$ cat config.mk
export PLATFORM = sky130hd
export DESIGN_NAME = dot_operand_fetch
export DESIGN_NICKNAME = d
export VERILOG_FILES = /design/src/rtl/dot_operand_fetch.sv
export SDC_FILE = /design/constraint.sdc
export NUM_CORES = 1
export LEC_CHECK = 0
export ABC_AREA = 1
export ABC_CLOCK_PERIOD_IN_PS = 3700
export BUFFER_PORTS_ARGS = -buffer_cell sky130_fd_sc_hd__buf_2
export CORE_MARGIN = 10
export CORE_UTILIZATION = 54
export CTS_CLUSTER_DIAMETER = 50
export DETAILED_ROUTE_END_ITERATION = 8
export PLACE_DENSITY = 0.84
export RECOVER_POWER = 100
export SKIP_LAST_GASP = 1
export SYNTH_ARGS = -nofsm -noshare
export SYNTH_HDL_FRONTEND = slang
export SYNTH_SLANG_ARGS = --single-unit
$ cat constraint.sdc
create_clock -name clk -period 3.7 [get_ports clk]
set_input_delay 0.185 -clock clk [delete_from_list [all_inputs] [get_ports clk]]
set_output_delay 0.185 -clock clk [all_outputs]
set_load 0.01 [all_outputs]
$ cat src/rtl/dot_operand_fetch.sv
// dot_operand_fetch
//   Operand feeder for the dot-product pipeline. On an accepted start it walks
//   two synchronous-read memories from latched base addresses and streams
//   num_vectors * VECTOR_WIDTH element pairs as registered data with a valid
//   strobe and an end-of-vector marker.
//
// Ports
//   clk, rst_n                 clock, asynchronous active-low reset
//   start                      one-cycle request, only looked at in IDLE
//   base_addr1/2, num_vectors  run parameters, latched on an accepted start
//   pause                      suppresses issue in the current cycle (FETCH only)
//   mem1/2_rd_en, mem1/2_addr  combinational read request to the memories
//   mem1/2_rdata               memory data, one cycle after the read request
//   data_from_mem1/2           registered element pair
//   data_valid, elem_last      pair is valid / pair is the last of its vector
//   busy, done                 run in progress / one-cycle completion pulse
//   state_dbg                  current FSM state (IDLE=0 FETCH=1 DRAIN=2 DONE=3)
//
// Handshake: there is no backpressure. data_valid is a one-cycle qualifier and
// the consumer must take every pair in the cycle it is presented; elem_last is
// meaningful only while data_valid is high and is forced low otherwise.

module dot_operand_fetch #(
  parameter int DATA_WIDTH   = 8,
  parameter int VECTOR_WIDTH = 4,
  parameter int ADDR_WIDTH   = 5,
  parameter int NUMV_WIDTH   = 3
) (
  input  logic                  clk,
  input  logic                  rst_n,
  input  logic                  start,
  input  logic [ADDR_WIDTH-1:0] base_addr1,
  input  logic [ADDR_WIDTH-1:0] base_addr2,
  input  logic [NUMV_WIDTH-1:0] num_vectors,
  input  logic                  pause,
  output logic                  mem1_rd_en,
  output logic [ADDR_WIDTH-1:0] mem1_addr,
  input  logic [DATA_WIDTH-1:0] mem1_rdata,
  output logic                  mem2_rd_en,
  output logic [ADDR_WIDTH-1:0] mem2_addr,
  input  logic [DATA_WIDTH-1:0] mem2_rdata,
  output logic [DATA_WIDTH-1:0] data_from_mem1,
  output logic [DATA_WIDTH-1:0] data_from_mem2,
  output logic                  data_valid,
  output logic                  elem_last,
  output logic                  busy,
  output logic                  done,
  output logic [1:0]            state_dbg
);

  localparam int ELEM_W = (VECTOR_WIDTH > 1) ? $clog2(VECTOR_WIDTH) : 1;
  localparam logic [ELEM_W-1:0] ELEM_MAX = ELEM_W'(VECTOR_WIDTH - 1);

  typedef enum logic [1:0] {
    S_IDLE  = 2'd0,
    S_FETCH = 2'd1,
    S_DRAIN = 2'd2,
    S_DONE  = 2'd3
  } state_t;

  state_t                state_q, state_d;
  logic [ADDR_WIDTH-1:0] ptr1_q, ptr1_d;
  logic [ADDR_WIDTH-1:0] ptr2_q, ptr2_d;
  logic [NUMV_WIDTH-1:0] numv_q, numv_d;
  logic [ELEM_W-1:0]     elem_cnt_q, elem_cnt_d;
  logic [NUMV_WIDTH-1:0] vec_cnt_q, vec_cnt_d;
  // Delay stage that travels alongside the memory's one-cycle read latency.
  logic                  dly_valid_q, dly_valid_d;
  logic                  dly_last_q, dly_last_d;
  logic [DATA_WIDTH-1:0] data1_q, data1_d;
  logic [DATA_WIDTH-1:0] data2_q, data2_d;
  logic                  data_valid_q, data_valid_d;
  logic                  elem_last_q, elem_last_d;
  logic                  issue;

  always_comb begin
    state_d      = state_q;
    ptr1_d       = ptr1_q;
    ptr2_d       = ptr2_q;
    numv_d       = numv_q;
    elem_cnt_d   = elem_cnt_q;
    vec_cnt_d    = vec_cnt_q;
    issue        = 1'b0;

    case (state_q)
      S_IDLE: begin
        if (start) begin
          ptr1_d     = base_addr1;
          ptr2_d     = base_addr2;
          numv_d     = num_vectors;
          elem_cnt_d = '0;
          vec_cnt_d  = '0;
          state_d    = (num_vectors == '0) ? S_DONE : S_FETCH;
        end
      end
      S_FETCH: begin
        if (!pause) begin
          issue  = 1'b1;
          // Pointers wrap naturally at the address width.
          ptr1_d = ptr1_q + ADDR_WIDTH'(1);
          ptr2_d = ptr2_q + ADDR_WIDTH'(1);
          if (elem_cnt_q == ELEM_MAX) begin
            elem_cnt_d = '0;
            if (vec_cnt_q == numv_q - NUMV_WIDTH'(1)) begin
              state_d = S_DRAIN;
            end else begin
              vec_cnt_d = vec_cnt_q + NUMV_WIDTH'(1);
            end
          end else begin
            elem_cnt_d = elem_cnt_q + ELEM_W'(1);
          end
        end
      end
      S_DRAIN: begin
        // Once the delay stage is empty the final pair is already sitting in
        // the output register, so done lands the cycle after that last pair.
        if (!dly_valid_q) begin
          state_d = S_DONE;
        end
      end
      S_DONE: begin
        state_d = S_IDLE;
      end
      default: begin
        state_d = S_IDLE;
      end
    endcase

    dly_valid_d  = issue;
    dly_last_d   = issue && (elem_cnt_q == ELEM_MAX);
    data_valid_d = dly_valid_q;
    elem_last_d  = dly_last_q;
    // Output data holds its previous value whenever no read returns.
    data1_d      = dly_valid_q ? mem1_rdata : data1_q;
    data2_d      = dly_valid_q ? mem2_rdata : data2_q;
  end

  always_ff @(posedge clk or negedge rst_n) begin
    if (!rst_n) begin
      state_q      <= S_IDLE;
      ptr1_q       <= '0;
      ptr2_q       <= '0;
      numv_q       <= '0;
      elem_cnt_q   <= '0;
      vec_cnt_q    <= '0;
      dly_valid_q  <= 1'b0;
      dly_last_q   <= 1'b0;
      data1_q      <= '0;
      data2_q      <= '0;
      data_valid_q <= 1'b0;
      elem_last_q  <= 1'b0;
    end else begin
      state_q      <= state_d;
      ptr1_q       <= ptr1_d;
      ptr2_q       <= ptr2_d;
      numv_q       <= numv_d;
      elem_cnt_q   <= elem_cnt_d;
      vec_cnt_q    <= vec_cnt_d;
      dly_valid_q  <= dly_valid_d;
      dly_last_q   <= dly_last_d;
      data1_q      <= data1_d;
      data2_q      <= data2_d;
      data_valid_q <= data_valid_d;
      elem_last_q  <= elem_last_d;
    end
  end

  assign mem1_rd_en     = issue;
  assign mem2_rd_en     = issue;
  assign mem1_addr      = ptr1_q;
  assign mem2_addr      = ptr2_q;
  assign data_from_mem1 = data1_q;
  assign data_from_mem2 = data2_q;
  assign data_valid     = data_valid_q;
  assign elem_last      = elem_last_q;
  assign busy           = (state_q != S_IDLE);
  assign done           = (state_q == S_DONE);
  assign state_dbg      = state_q;

endmodule
### After elaboration in Yosys (flattened, before gate mapping)

Cells that the tools add are included.

| storage, ports and cells | value |
|---|---|
| bits in registers | 40 |
| bits of input ports | 33 |
| output and inout bits | 34 |
| word-level logic and storage cells | 61 |

| operators by class | value |
|---|---|
| add/subtract/negate cells | 5 |
| eq/ne operators | 11 |
| mux-type cells | 24 |
| reduce and logical (&&, ||, !) cells | 9 |

Operator list:

| operator | count |
|---|---|
| 5-bit 2-to-1 mux | 4 |
| 5-bit case mux with 2 select lines | 2 |
| 2-bit 2-to-1 mux | 9 |
| 3-bit 2-to-1 mux | 4 |
| 2-bit != test, second input constant | 6 |
| 5-bit by 1-bit adder with 5-bit output, second input constant | 2 |
| 5-bit AND reduction | 2 |
| 2-bit case mux with 4 select lines | 1 |
| 2-bit equality test, second input constant | 3 |
| 3-bit case mux with 2 select lines | 1 |
| 2-bit case mux with 2 select lines | 1 |
| 2-bit nonzero test | 2 |
| 3-bit by 1-bit adder with 3-bit output, second input constant | 1 |
| 3-bit equality test | 1 |
| 3-bit zero test | 1 |
| 3-bit AND reduction | 1 |
| 3-bit by 1-bit subtractor with 3-bit output, second input constant | 1 |
| 2-bit by 1-bit adder with 2-bit output, second input constant | 1 |
| 2-bit by 1-bit equality test with 1-bit output, second input constant | 1 |
| 2-bit zero test | 1 |
| 1-bit 2-to-1 mux | 2 |
| 2-bit AND reduction | 1 |
| 1-bit logical AND | 1 |

### Longest topological paths before layout

| depth | value |
|---|---|
| word-level depth | 6 |
| mapped depth | 12 |
| gate-level depth less buffers | 12 |

### Worst setup path after synthesis

OpenSTA, ideal clock, no wires.

| path | value |
|---|---|
| kind | reg2reg |
| start | register state_q[1], in the netlist state_dbg[1] |
| end | register ptr1_q[4], in the netlist mem1_addr[4] |
| library setup time | 126 ps |
| arrival time | 1423 ps |
| data required time | 3574 ps |
| setup slack | 2151 ps |
| cell stages (with the launch flop) | 11 |
| period minus slack after synthesis | 1549 ps |
| path through | dfrtp_1 > inv_1 > ha_1 > buf_6 > nor2_2 > nor2_4 > nand2_4 > inv_4 > buf_12 > a21oi_4 > a21oi_2 |

| between the ends | value |
|---|---|
| cells in the longest elaborated chain, start to end | 3 |
| elaborated cells between the ends (all ways) | 7 |
| those cells by class | eq/ne: 3; mux: 1; reduce/logical: 3 |

RTL lines:

| what | RTL line | source |
|---|---|---|
| start: declaration | 61 | `state_t state_q, state_d;` |
| start signal: assignment | 153 | `state_q <= state_d;` |
| 2-bit by 1-bit equality test with 1-bit output or 2-bit zero test (tied branches) | 85 | `case (state_q)` |
| 2-bit != test (no line) or 2-bit nonzero test (tied branches) | -- |  |
| 3-bit AND reduction (no line) | -- |  |
| end signal: assignment | 154 | `ptr1_q <= ptr1_d;` |
| end: declaration | 62 | `logic [ADDR_WIDTH-1:0] ptr1_q, ptr1_d;` |

Parallel ways exist; a longest one is shown, timed or not.
A chain may end at the register's enable or synchronous reset.

### Final worst setup path

| path | value |
|---|---|
| start | register state_q[1], in the netlist state_dbg[1] |
| end | register ptr2_q[2], in the netlist mem2_addr[2] |

| between the ends | value |
|---|---|
| cells in the longest elaborated chain, start to end | 3 |
| elaborated cells between the ends (all ways) | 7 |
| those cells by class | eq/ne: 3; mux: 1; reduce/logical: 3 |

RTL lines:

| what | RTL line | source |
|---|---|---|
| 2-bit by 1-bit equality test with 1-bit output or 2-bit zero test (tied branches) | 85 |  |
| 2-bit != test (no line) or 2-bit nonzero test (tied branches) | -- |  |
| 3-bit AND reduction (no line) | -- |  |
| end signal: assignment | 155 | `ptr2_q <= ptr2_d;` |
| end: declaration | 63 | `logic [ADDR_WIDTH-1:0] ptr2_q, ptr2_d;` |

Parallel ways exist; a longest one is shown, timed or not.

==> results.txt <==
The flow ran to the end, but the final reports show violations. The checks that failed: capacitance limit, slew limit. The final net count came out at 311.

The clock tree synthesis step divided the H-tree into 2 levels. The design draws 2.30 mW. The path depth of the worst reg2reg path is 7. The power per unit of standard cell area came out at 935 nW/um^2. The overall fraction of global-route tracks in use came out at 13.2%. The number of slew-limit violations in the final report was 41. The most critical setup path has its startpoint at state_dbg[1]. The number of cells in the finished layout apart from fillers is 316. The minimum hold slack came out at 0.0991 ns. In this run the remaining antenna-violating nets after routing total 0. The final-layout fill cell count is 300. The clock latency of the later-clocked register in the worst-skew pair is 0.29 ns.

In this run the critical register-to-register path is launched from state_dbg[1]. Synthesis produced a netlist whose cell count is 203. The count of distinct cell types in the synthesized netlist came out at 32. The clock group share of total power is 17.8%. The switching power came out at 0.961 mW. The slew at the pin closest to its max-slew limit is 2.04 ns. The number of diodes is 0.

The number of core rows came out at 22. For this block, the initial DRC count from the detailed router was 84. The worst path arrival time is 2.88 ns. The die footprint is 6710 um^2.

The root buffer cell chosen for the clock tree is sky130_fd_sc_hd__clkbuf_8. The net count after synthesis is 246. The commonest register cell after synthesis is sky130_fd_sc_hd__dfrtp_1. The half-perimeter wire length of the detailed placement result came out at 3300 um. The starting density of the core came out at 56.1%.

The met2 capacity usage during global routing came out at 20.8%. Entering global routing, the biggest net connects 41 pins. The sequential-to-total area share from yosys stat is 48.4%. The part of the power in combinational logic is 47.1%. The critical path is of the register to register type. The setup slack after layout is 0.982 ns. The routing layer with the top usage in global route is met2. The most critical setup path has its endpoint at mem2_addr[2]. After clock tree synthesis, the clock-pin slew on the worst setup and hold paths is 0.07 ns. The achievable clock frequency is 0.368 GHz. The setup violation total in the final timing report came out at 0.

The count of TritonRoute iterations in the first routing pass is 4. The number of warnings printed during yosys synthesis came out at 0. TritonCTS built the clock tree. The core outline area is 3690 um^2. The total congestion overflow after global routing came out at 0. The count of final hold-check violations came out at 0. The total setup buffers inserted after CTS came out at 0.

The worst path in the final design needs a cycle of 2.72 ns, including I/O delays and setup. Dividing the detail-routed wire length by the instance count gives 13.9 um. The worst hold path belongs to the class input port to register.

With fillers left out, the area of the finished cells amounts to 2460 um^2. The number of cells after detailed placement came out at 309. The number of hold-repair buffers added at the cts stage is 0.

The met3 usage in global routing is 5.90%. The library cell used most frequently in the layout, excluding fill and tap cells, is sky130_fd_sc_hd__nand2_1. The routing usage on met1 is 15.8%. The worst register-to-register path ends at mem2_addr[2]. The setup clock skew after layout came out at 0.00259 ns. In the layout the commonest cells are sky130_fd_sc_hd__nand2_1, sky130_fd_sc_hd__dfrtp_1, sky130_fd_sc_hd__clkbuf_1, sky130_fd_sc_hd__buf_2, sky130_fd_sc_hd__inv_1. The share of the clock period used by the worst path is 73.5%.

The maximum clock path buffer count is 2. The number of register bits inferred by synthesis is 40. The count of flip-flops with a built-in enable after synthesis is 0. Input and output buffers added on the ports amount to 66. Once layout is complete, the utilization of the core stands at 66.6%. The share of post-route cells with drive strength above 1 came out at 26.5%. The kind of end point of the critical path is a register. Summed over all cells, the static leakage comes to 1.20 nW. Pin placement for this block handled 67 I/O pins. The worst setup path is launched from a register. Setup repair after global routing left no endpoint under its margin.

The accumulated negative setup slack came out at 0 ns. From synthesis to final layout, the design area changed by 18.8%. The ratio of routed vias to standard cells came out at 5.00. The cell internal power dissipation is 1.34 mW. The clock net in this run drives a total of 40 sinks. The number of antenna violations at the first check in global routing is 0.

The cell area after synthesis is 2070 um^2. The pre-CTS setup slack came out at 1.63 ns. The post-cts sizing count came out at 0. Counting instances, the worst hold path has a depth of 2. The placer's final routability congestion estimate came out at 0.831.

The die boundary width is 81.9 um. Sequential cells burn 35.2% of the power. The cell area reported after detailed placement came out at 2390 um^2. The peak supply drop came out at 0.000552 V.

The worst endpoint required time is 3.87 ns. Detailed routing inserted a total of 1581 vias. The die is 81.9 um tall. After detailed routing, the total wire length is 4380 um. The slack of the worst reg-to-reg path came out at 0.98 ns. Headroom to the max-slew limit came out at -36.0%. The switching part of the total power is 41.8%.

The max capacitance violation total came out at 1. For this run, asynchronously set or reset flops after synthesis account for 100%. The DRC violations left came out at 0. The global-route wire length before repair is 7000 um.

The number of global-route vias before repair is 1589. Buffers inserted during clock tree synthesis total 5. The largest fanout on the critical path is 17.

The average instance in the mapped netlist occupies 10.2 um^2.
[power by group through the flow]
stage / combinational (mW) / clock, mW / sequential [mW]
after floorplan: 0.839 / 0 / 0.853
after global placement: 1.14 / 0 / 0.802
after detailed placement: 1.16 / 0 / 0.812
after CTS: 1.17 / 0.420 / 0.804
after global routing: 1.21 / 0.440 / 0.845
final: 1.08 / 0.408 / 0.807
[cell usage after synthesis, types with 3 or more instances]
| library cell | number | share of area (%) |
|---|---|---|
| sky130_fd_sc_hd__nand4_1 | 3 | 0.91 |
| sky130_fd_sc_hd__o21ai_0 | 12 | 2.9 |
| sky130_fd_sc_hd__mux2_2 | 16 | 8.7 |
| sky130_fd_sc_hd__xor2_1 | 5 | 2.1 |
| sky130_fd_sc_hd__buf_2 | 4 | 0.97 |
| sky130_fd_sc_hd__nand2_1 | 41 | 7.4 |
| sky130_fd_sc_hd__ha_1 | 10 | 6.0 |
| sky130_fd_sc_hd__nor2_1 | 12 | 2.2 |
| sky130_fd_sc_hd__dfrtp_1 | 40 | 48 |
| sky130_fd_sc_hd__a21oi_2 | 3 | 1.3 |
| sky130_fd_sc_hd__nand3_1 | 10 | 2.4 |
| sky130_fd_sc_hd__inv_1 | 18 | 3.3 |
[layout make-up]
cell class	instances	area (um^2)	area share (%)
flip-flops and latches	40	1000	40.8
inverters	21	80.1	3.26
repair buffers	66	288	11.7
multi-input cells	134	898	36.6
well taps	48	60.1	2.45
clock buffers	5	68.8	2.80
clock inverters	2	60.1	2.45
[how the worst min path moves through the flow]
stage,startpoint,endpoint
3_3_place_gp,dly_last_q,elem_last
2_1_floorplan,rst_n,data_from_mem1[0]
5_1_grt,pause,dly_last_q
3_5_place_dp,dly_last_q,elem_last
6_report,pause,dly_last_q
4_1_cts,rst_n,data_from_mem2[3]
[state kept, by name, indices dropped and copies added, names as in the netlist]
| signal | cells |
|---|---|
| data_from_mem1 | 8 |
| data_from_mem2 | 8 |
| mem1_addr | 5 |
| mem2_addr | 5 |
| numv_q | 3 |
| vec_cnt_q | 3 |
| elem_cnt_q | 2 |
| state_dbg | 2 |
| data_valid | 1 |
| data_valid_d | 1 |
| dly_last_q | 1 |
| elem_last | 1 |
[routing by layer]
metal	vias to the layer above	share of wire, %
li1	791	-
met1	725	44
met2	56	44
met3	9	11
met4	0	1.1
met5	-	0
[critical path, stage by stage (launching register included)]
cell,delay (ns)
sky130_fd_sc_hd__dfrtp_1,0.42
sky130_fd_sc_hd__inv_1,0.11
sky130_fd_sc_hd__ha_1,0.54
sky130_fd_sc_hd__nand2_1,0.14
sky130_fd_sc_hd__nand2_1,0.40
sky130_fd_sc_hd__clkinvlp_2,0.62
sky130_fd_sc_hd__o21ai_0,0.25
sky130_fd_sc_hd__o21ai_0,0.11
[cell families (layout without fill, tap and decap cells)]
kind of cell             after synthesis  count (layout)  share of synthesized area (%)
multiplexers                          16              16                           8.71
AND/OR/NAND/NOR                       75              75                           16.8
buffers and inverters                 29              94                           7.32
AO/OA/AOI/OAI                         27              27                           10.2
XOR/XNOR                               6               6                           2.54
adder cells (fa/ha/maj)               10              10                           6.05
flip-flops                            40              40                           48.4
(Power assumes the default switching activity.)
